--- config.mk ---
export PLATFORM = sky130hd
export DESIGN_NAME = vga_sync_rx
export DESIGN_NICKNAME = d
export VERILOG_FILES = /design/src/rtl/vga_rx_pkg.sv /design/src/rtl/vga_sync_measure.sv /design/src/rtl/vga_sync_rx.sv
export SDC_FILE = /design/constraint.sdc
export NUM_CORES = 1
export LEC_CHECK = 0
export CORE_ASPECT_RATIO = 1.5
export CORE_MARGIN = 4
export CORE_UTILIZATION = 55
export CTS_CLUSTER_DIAMETER = 150
export DETAILED_ROUTE_END_ITERATION = 10
export PLACE_DENSITY = 0.87
export SLEW_MARGIN = 20
export SYNTH_ARGS = -nofsm -noshare
export SYNTH_HDL_FRONTEND = slang
export SYNTH_HIERARCHICAL = 1
export SYNTH_SLANG_ARGS = --single-unit
export TNS_END_PERCENT = 5
--- constraint.sdc ---
create_clock -name clk_in -period 6.7 [get_ports clk_in]
set_input_delay 1.34 -clock clk_in [delete_from_list [all_inputs] [get_ports clk_in]]
set_output_delay 1.34 -clock clk_in [all_outputs]
set_load 0.05 [all_outputs]
--- src/rtl/vga_rx_pkg.sv ---
// Shared types, default 640x480 timing and width helpers for the VGA link receiver.
package vga_rx_pkg;

    typedef enum logic [1:0] {
        SEARCH = 2'd0,
        ALIGN  = 2'd1,
        LOCKED = 2'd2
    } rx_state_e;

    // Default 640x480@60 timing, identical to the transmitter side.
    localparam int DEF_IMG_W        = 640;
    localparam int DEF_IMG_H        = 480;
    localparam int DEF_H_TOTAL      = 800;
    localparam int DEF_V_TOTAL      = 525;
    localparam int DEF_H_SYNC_WIDTH = 96;
    localparam int DEF_H_BACK_PORCH = 48;
    localparam int DEF_V_SYNC_WIDTH = 2;
    localparam int DEF_V_BACK_PORCH = 33;
    localparam int DEF_PIX_SKEW     = 0;
    localparam int DEF_LOCK_FRAMES  = 2;

    // Counter/address width for a range of n values (never narrower than 1 bit).
    function automatic int cnt_width(input int n);
        return (n > 1) ? $clog2(n) : 1;
    endfunction

endpackage

--- src/rtl/vga_sync_measure.sv ---
// Registers the sync/pixel inputs, detects sync falling edges and measures
// line and frame length with saturating counters.
module vga_sync_measure
    import vga_rx_pkg::*;
#(
    parameter int  H_TOTAL = DEF_H_TOTAL,
    parameter int  V_TOTAL = DEF_V_TOTAL,
    localparam int H_CW    = cnt_width(H_TOTAL),
    localparam int V_CW    = cnt_width(V_TOTAL)
) (
    input  logic            clk_in,
    input  logic            resetn,
    input  logic            hsync_in,
    input  logic            vsync_in,
    input  logic [3:0]      pix_in,
    input  logic            rearm,
    output logic [H_CW-1:0] h_cnt,
    output logic [V_CW-1:0] v_cnt,
    output logic [3:0]      pix,
    output logic            vs_fall,
    output logic            frame_tick,
    output logic            line_err,
    output logic            frame_err
);

    localparam logic [H_CW-1:0] H_LAST = H_CW'(H_TOTAL - 1);
    localparam logic [V_CW-1:0] V_LAST = V_CW'(V_TOTAL - 1);

    logic       hs_q, hs_qq, vs_q, vs_qq;
    logic [3:0] pix_q;
    logic       hs_fall;
    logic       vs_pend;
    logic       h_over, v_over;
    logic       h_armed, v_armed;

    assign hs_fall    = hs_qq & ~hs_q;
    assign vs_fall    = vs_qq & ~vs_q;
    assign frame_tick = hs_fall & (vs_fall | vs_pend);

    // A counter parked at its last value still flags a too-long line/frame via the over bit.
    assign line_err  = hs_fall & h_armed & (h_over | (h_cnt != H_LAST));
    assign frame_err = frame_tick & v_armed & (v_over | (v_cnt != V_LAST));

    // NOTE: sync history resets to the idle (high) level so reset release is not seen as an edge.
    always_ff @(posedge clk_in or negedge resetn) begin
        if (!resetn) begin
            hs_q  <= 1'b1;
            hs_qq <= 1'b1;
            vs_q  <= 1'b1;
            vs_qq <= 1'b1;
            pix_q <= '0;
            pix   <= '0;
        end else begin
            // NOTE: non-blocking assignments let the second stage see the old first-stage value.
            hs_q  <= hsync_in;
            hs_qq <= hs_q;
            vs_q  <= vsync_in;
            vs_qq <= vs_q;
            pix_q <= pix_in;
            pix   <= pix_q;
        end
    end

    always_ff @(posedge clk_in or negedge resetn) begin
        if (!resetn) begin
            h_cnt   <= '0;
            h_over  <= 1'b0;
            h_armed <= 1'b0;
        end else begin
            if (hs_fall) begin
                h_cnt  <= '0;
                h_over <= 1'b0;
            end else if (h_cnt == H_LAST) begin
                h_over <= 1'b1;
            end else begin
                h_cnt <= h_cnt + 1'b1;
            end
            if (rearm)        h_armed <= 1'b0;
            else if (hs_fall) h_armed <= 1'b1;
        end
    end

    // A Vsync edge between Hsync edges is held in vs_pend until the next line start.
    always_ff @(posedge clk_in or negedge resetn) begin
        if (!resetn) begin
            v_cnt   <= '0;
            v_over  <= 1'b0;
            v_armed <= 1'b0;
            vs_pend <= 1'b0;
        end else begin
            if (frame_tick) begin
                v_cnt  <= '0;
                v_over <= 1'b0;
            end else if (hs_fall) begin
                if (v_cnt == V_LAST) v_over <= 1'b1;
                else                 v_cnt  <= v_cnt + 1'b1;
            end
            if (hs_fall)      vs_pend <= 1'b0;
            else if (vs_fall) vs_pend <= 1'b1;
            if (rearm)           v_armed <= 1'b0;
            else if (frame_tick) v_armed <= 1'b1;
        end
    end

endmodule

--- src/rtl/vga_sync_rx.sv ---
// VGA link receiver: lock FSM over measured sync timing plus the framebuffer
// write path for active pixels once locked.
module vga_sync_rx
    import vga_rx_pkg::*;
#(
    parameter int  IMG_W        = DEF_IMG_W,
    parameter int  IMG_H        = DEF_IMG_H,
    parameter int  H_TOTAL      = DEF_H_TOTAL,
    parameter int  V_TOTAL      = DEF_V_TOTAL,
    parameter int  H_SYNC_WIDTH = DEF_H_SYNC_WIDTH,
    parameter int  H_BACK_PORCH = DEF_H_BACK_PORCH,
    parameter int  V_SYNC_WIDTH = DEF_V_SYNC_WIDTH,
    parameter int  V_BACK_PORCH = DEF_V_BACK_PORCH,
    parameter int  PIX_SKEW     = DEF_PIX_SKEW,
    parameter int  LOCK_FRAMES  = DEF_LOCK_FRAMES,
    localparam int ADDR_W       = cnt_width(IMG_W * IMG_H)
) (
    input  logic              clk_in,
    input  logic              resetn,
    input  logic              hsync_in,
    input  logic              vsync_in,
    input  logic [3:0]        pix_in,
    output logic              locked,
    output logic              frame_start,
    output logic              timing_err,
    output logic              pix_we,
    output logic [ADDR_W-1:0] pix_addr,
    output logic [3:0]        pix_data
);

    localparam int H_CW = cnt_width(H_TOTAL);
    localparam int V_CW = cnt_width(V_TOTAL);
    localparam int GF_W = cnt_width(LOCK_FRAMES + 1);
    localparam int X0   = H_SYNC_WIDTH + H_BACK_PORCH + PIX_SKEW;
    localparam int Y0   = V_SYNC_WIDTH + V_BACK_PORCH;

    rx_state_e        state;
    logic [GF_W-1:0]  good_frames;
    logic             dirty;
    logic [H_CW-1:0]  h_cnt;
    logic [V_CW-1:0]  v_cnt;
    logic [3:0]       meas_pix;
    logic             vs_fall, frame_tick, line_err, frame_err;
    logic             err_now, rearm;
    logic [31:0]      h_ext, v_ext, x_off, y_off;
    logic             in_win;
    logic [ADDR_W-1:0] wr_addr;

    assign err_now = line_err | frame_err;
    assign rearm   = (state == LOCKED) && err_now;

    vga_sync_measure #(
        .H_TOTAL (H_TOTAL),
        .V_TOTAL (V_TOTAL)
    ) u_measure (
        .clk_in     (clk_in),
        .resetn     (resetn),
        .hsync_in   (hsync_in),
        .vsync_in   (vsync_in),
        .pix_in     (pix_in),
        .rearm      (rearm),
        .h_cnt      (h_cnt),
        .v_cnt      (v_cnt),
        .pix        (meas_pix),
        .vs_fall    (vs_fall),
        .frame_tick (frame_tick),
        .line_err   (line_err),
        .frame_err  (frame_err)
    );

    // dirty remembers a mid-frame line error so that frame cannot count as good.
    always_ff @(posedge clk_in or negedge resetn) begin
        if (!resetn) begin
            state       <= SEARCH;
            good_frames <= '0;
            dirty       <= 1'b0;
            locked      <= 1'b0;
            timing_err  <= 1'b0;
            frame_start <= 1'b0;
        end else begin
            timing_err  <= err_now && (state != SEARCH);
            frame_start <= (state == LOCKED) && vs_fall && !err_now;
            case (state)
                SEARCH: begin
                    if (frame_tick) begin
                        state       <= ALIGN;
                        good_frames <= '0;
                        dirty       <= 1'b0;
                    end
                end
                ALIGN: begin
                    if (frame_tick) begin
                        dirty <= 1'b0;
                        if (err_now || dirty) begin
                            good_frames <= '0;
                        end else if (32'(good_frames) + 32'd1 >= 32'(LOCK_FRAMES)) begin
                            state       <= LOCKED;
                            locked      <= 1'b1;
                            good_frames <= '0;
                        end else begin
                            good_frames <= good_frames + 1'b1;
                        end
                    end else if (err_now) begin
                        good_frames <= '0;
                        dirty       <= 1'b1;
                    end
                end
                LOCKED: begin
                    if (err_now) begin
                        state  <= SEARCH;
                        locked <= 1'b0;
                    end
                end
                default: begin
                    state  <= SEARCH;
                    locked <= 1'b0;
                end
            endcase
        end
    end

    assign h_ext   = 32'(h_cnt);
    assign v_ext   = 32'(v_cnt);
    assign x_off   = h_ext - 32'(X0);
    assign y_off   = v_ext - 32'(Y0);
    assign in_win  = (h_ext >= 32'(X0)) && (h_ext < 32'(X0 + IMG_W)) &&
                     (v_ext >= 32'(Y0)) && (v_ext < 32'(Y0 + IMG_H));
    assign wr_addr = ADDR_W'(y_off * 32'(IMG_W) + x_off);

    // Address and data only move with a write; they hold between writes.
    always_ff @(posedge clk_in or negedge resetn) begin
        if (!resetn) begin
            pix_we   <= 1'b0;
            pix_addr <= '0;
            pix_data <= '0;
        end else begin
            pix_we <= (state == LOCKED) && in_win;
            if ((state == LOCKED) && in_win) begin
                pix_addr <= wr_addr;
                pix_data <= meas_pix;
            end
        end
    end

endmodule

==> impl_results.md <==
* Clock transition at the registers of the reported paths at 0.08 ns
* IO Port Bufs at 34
* Power per cell area at 444 mW/mm2
* Iter 0 DRT Violations at 151
* Final TNS setup at 0 ns
* DRC Markers at 0
* Worst R2R Start: u_measure/v_cnt[0]$_DFFE_PN0P_
* Post-layout net count at 498
* CP Capture Type: flip-flop
* EDFF count, synth at 0
* Cell chosen for the clock root: clkbuf_8
* Kind of critical path: flip-flop to flip-flop
* FP Rows at 38
* Share of layout cells above drive strength 1 at 10.7%
* Routed vias/inst at 5.71
* Largest net degree at the start of global routing at 70
* Fin area at 0.00481 mm2
* Most used cell, CP: ha_1
* Min Tclk post-route at 4.21 ns
* Hpwl dp at 6.06 mm
* Critical-path maximum fanout at 11
* Starting Density at 57.5%
* Antenna-violating nets left at 0
* CTS tree: done
* Crit path cell chain: ha_1 > nor4_2 > nor2_1 > inv_1 > ha_1 > ha_1 > a21o_1 > a21oi_1 > xnor2_1 > ha_1 > a21o_1 > or3_1 > o2111ai_1 > nor2_1 > o41ai_2 > xnor3_1 > o21ai_1
* # diodes at 0
* Crit start category: flip-flop
* Leakage Power at 2.19 nW
* Slew Limit Headroom at 45.2%
* Max-slew violation count at 0
* Core Region at 0.00732 mm2
* Switching pwr at 0.929 mW
* Drt pass-1 iters at 4
* # setup viols final at 0
* Most common cell after layout, fill and taps aside: dfrtp_1
* Gr ovfl total at 0
* Post-CTS resize count at 0
* Logic pwr share at 63.2%
* Slew @ Worst Pin at 0.822 ns
* Final wirelength at 8.28 mm
* Final Non-Filler Cells at 560
* Mapped Nets at 460
* Worst Reg-to-Reg Cells at 17
* Distinct cells, synth at 77
* Reg-to-reg endpoint: pix_addr[18]$_DFFE_PN0P_
* Maximum clock insertion buffer count at 2
* Top delay family on crit path: adder cells
* Sink Count at 69
* CTS HTree Levels at 3
* Sequential Power Share at 22.7%
* CP arrival at 4.50 ns
* Vias at 3199
* Inst Count DP at 544
* Commonest non-fill, non-tap cells in the layout: 65 x dfrtp_1, 35 x nand2_1, 33 x ha_1, 33 x clkdlybuf4s50_1, 31 x nor2_1
* Die Area at 0.00914 mm2
* Synthesized instance count at 417
* Peak supply drop at 429 uV
* Syn Area/Cell at 10.1 um2
* Hold_buf cts at 0
* Buf/Inv on CP at 1
* Layout area overhead at 14.4%
* CP max stage cell: dfrtp_1
* Yosys reg bits at 69
* Final clock skew at 0.00967 ns
* Status: finished clean
* First-pass GRT wire length at 14.4 mm
* Seq/Total Area, Yosys at 41.1%
* Async S/R FF share, synth at 100%
* Worst setup startpoint: u_measure/v_cnt[0]$_DFFE_PN0P_
* F_max at 237 MHz
* Die height at 115 um
* Yosys warning count at 6
* Slowest stage delay, CP at 0.51 ns
* Gpl congestion at 0.853
* Final period utilization at 62.9%
* WP data required at 6.99 ns
* Sw frac at 43.5%
* Reg2reg setup slack at 2.49 ns
* Worst Hold Class: flip-flop to flip-flop
* Antenna violations before repair at 0
* Top FF cell, synth: dfrtp_1
* RSZ-0062 raised after global routing: no
* Setup Buffers After CTS at 0
* Fillers at 599
* TritonCTS Buffers at 9
* Area after DPL at 0.00464 mm2
* Clock Power Share at 14.0%
* Total power at 2.14 mW
* GRT Overall Usage at 20.0%
* Stages on worst setup path at 17
* Avg WL per Cell at 14.8 um
* Vias in the first global route at 3229
* MaxCap Viol Count at 0
* Worst setup path end: pix_addr[18]$_DFFE_PN0P_
* Mapped Area at 0.00421 mm2
* Chip width at 79.4 um
* Worst skew pair latency at 0.36 ns
* Ports at 35
* Final Hold Fails at 0
* Int Pwr at 1.21 mW
## layout make-up
type                    instances  area, um2  share of cell area [%]
multi-input cells             310       2310                    48.1
repair buffers                 38        365                    7.59
flip-flops and latches         69       1730                    36.0
well taps                     100        125                    2.60
clock buffers                  10        138                    2.86
clock inverters                 6       38.8                   0.806
inverters                      27        101                    2.10
## power by group through the flow
stage / Sequential [mW] / Clock, mW / Combinational [mW]
after floorplan: 0.492 / 0 / 1.09
after global placement: 0.489 / 0 / 1.29
after detailed placement: 0.493 / 0 / 1.34
after CTS: 0.485 / 0.308 / 1.35
after global routing: 0.491 / 0.327 / 1.52
final: 0.486 / 0.300 / 1.35
## cells in the mapped netlist, drive strengths merged (2+ instances only)
library cell / n / area, um2
a21o: 6 / 45.0
o21a: 3 / 22.5
xnor2: 17 / 149
o22ai: 2 / 12.5
or3: 6 / 38.8
fa: 2 / 40.0
nand4b: 2 / 17.5
inv: 27 / 101
xor2: 14 / 123
nand2b: 5 / 31.3
and2: 5 / 31.3
o211a: 3 / 30.0
a311oi: 3 / 26.3
nand4: 4 / 31.3
a211oi: 2 / 15.0
and3: 4 / 26.3
clkbuf: 3 / 11.3
a21oi: 19 / 95.1
a32o: 2 / 20.0
ha: 33 / 413
a31oi: 4 / 25.0
dfrtp: 65 / 1630
nor2: 31 / 116
a22o: 2 / 17.5
nor4: 4 / 31.3
nand3: 7 / 40.0
and4: 3 / 26.3
nand2: 35 / 131
o41ai: 2 / 25.0
dfstp: 4 / 105
mux2: 10 / 128
o211ai: 3 / 27.5
buf: 8 / 50.0
or2: 2 / 12.5
nor3: 7 / 45.0
nand3b: 2 / 15.0
a2111oi: 2 / 42.5
nor3b: 3 / 22.5
nor2b: 9 / 58.8
o31ai: 5 / 42.5
o21ai: 29 / 149
## logic make-up after synthesis
group | after synthesis | share of synthesized area, %
AND/OR/NAND/NOR | 134 | 17.5
AO/OA/AOI/OAI | 98 | 16.4
flip-flops | 69 | 41.1
buffers and inverters | 38 | 3.86
adder cells (fa/ha/maj) | 35 | 10.8
XOR/XNOR | 32 | 6.99
multiplexers | 11 | 3.27
## worst min path at each step
stage | from | depth (start not counted) | end
2_1_floorplan | u_measure/pix_q[0]$_DFF_PN0_ | 0 | u_measure/pix[0]$_DFF_PN0_
3_3_place_gp | u_measure/pix_q[1]$_DFF_PN0_ | 0 | u_measure/pix[1]$_DFF_PN0_
3_5_place_dp | u_measure/pix_q[2]$_DFF_PN0_ | 0 | u_measure/pix[2]$_DFF_PN0_
4_1_cts | u_measure/pix_q[1]$_DFF_PN0_ | 0 | u_measure/pix[1]$_DFF_PN0_
5_1_grt | u_measure/pix_q[2]$_DFF_PN0_ | 0 | u_measure/pix[2]$_DFF_PN0_
6_report | u_measure/pix_q[1]$_DFF_PN0_ | 0 | u_measure/pix[1]$_DFF_PN0_
## metrics by stage
| stage | utilization, % | hold WS [ns] | worst slack (ns) |
|---|---|---|---|
| 5_1_grt | 65.8 | 0.369 | 2.20 |
| 3_3_place_gp | 63.3 | 0.333 | 2.66 |
| 6_report | 65.8 | 0.358 | 2.49 |
| 2_1_floorplan | - | 0.331 | 2.81 |
| 3_5_place_dp | 63.3 | 0.345 | 2.51 |
| 4_1_cts | 65.8 | 0.360 | 2.48 |
## layer usage
layer | share of wire, % | global-route usage (%) | up-vias
met1 | 39 | 21.8 | 1575
met4 | 3.3 | 9.40 | 0
met2 | 55 | 36.3 | 39
met3 | 2.2 | 4.23 | 18
met5 | 0 | 0 | -
li1 | - | - | 1567
## sequential cells by signal (all words and copies together), names as in the netlist
name               count
u_measure/vs_q         1
pix_data               4
u_measure/pix_q        4
u_measure/h_over       1
u_measure/h_armed      1
pix_we                 1
frame_start            1
locked                 1
u_measure/hs_q         1
pix_addr              19
dirty                  1
u_measure/v_over       1
u_measure/vs_qq        1
good_frames            2
u_measure/vs_pend      1
u_measure/pix          4
timing_err             1
u_measure/hs_qq        1
u_measure/h_cnt       10
state                  2
u_measure/v_armed      1
u_measure/v_cnt       10
Note: power is estimated with default switching activity, not from simulation.
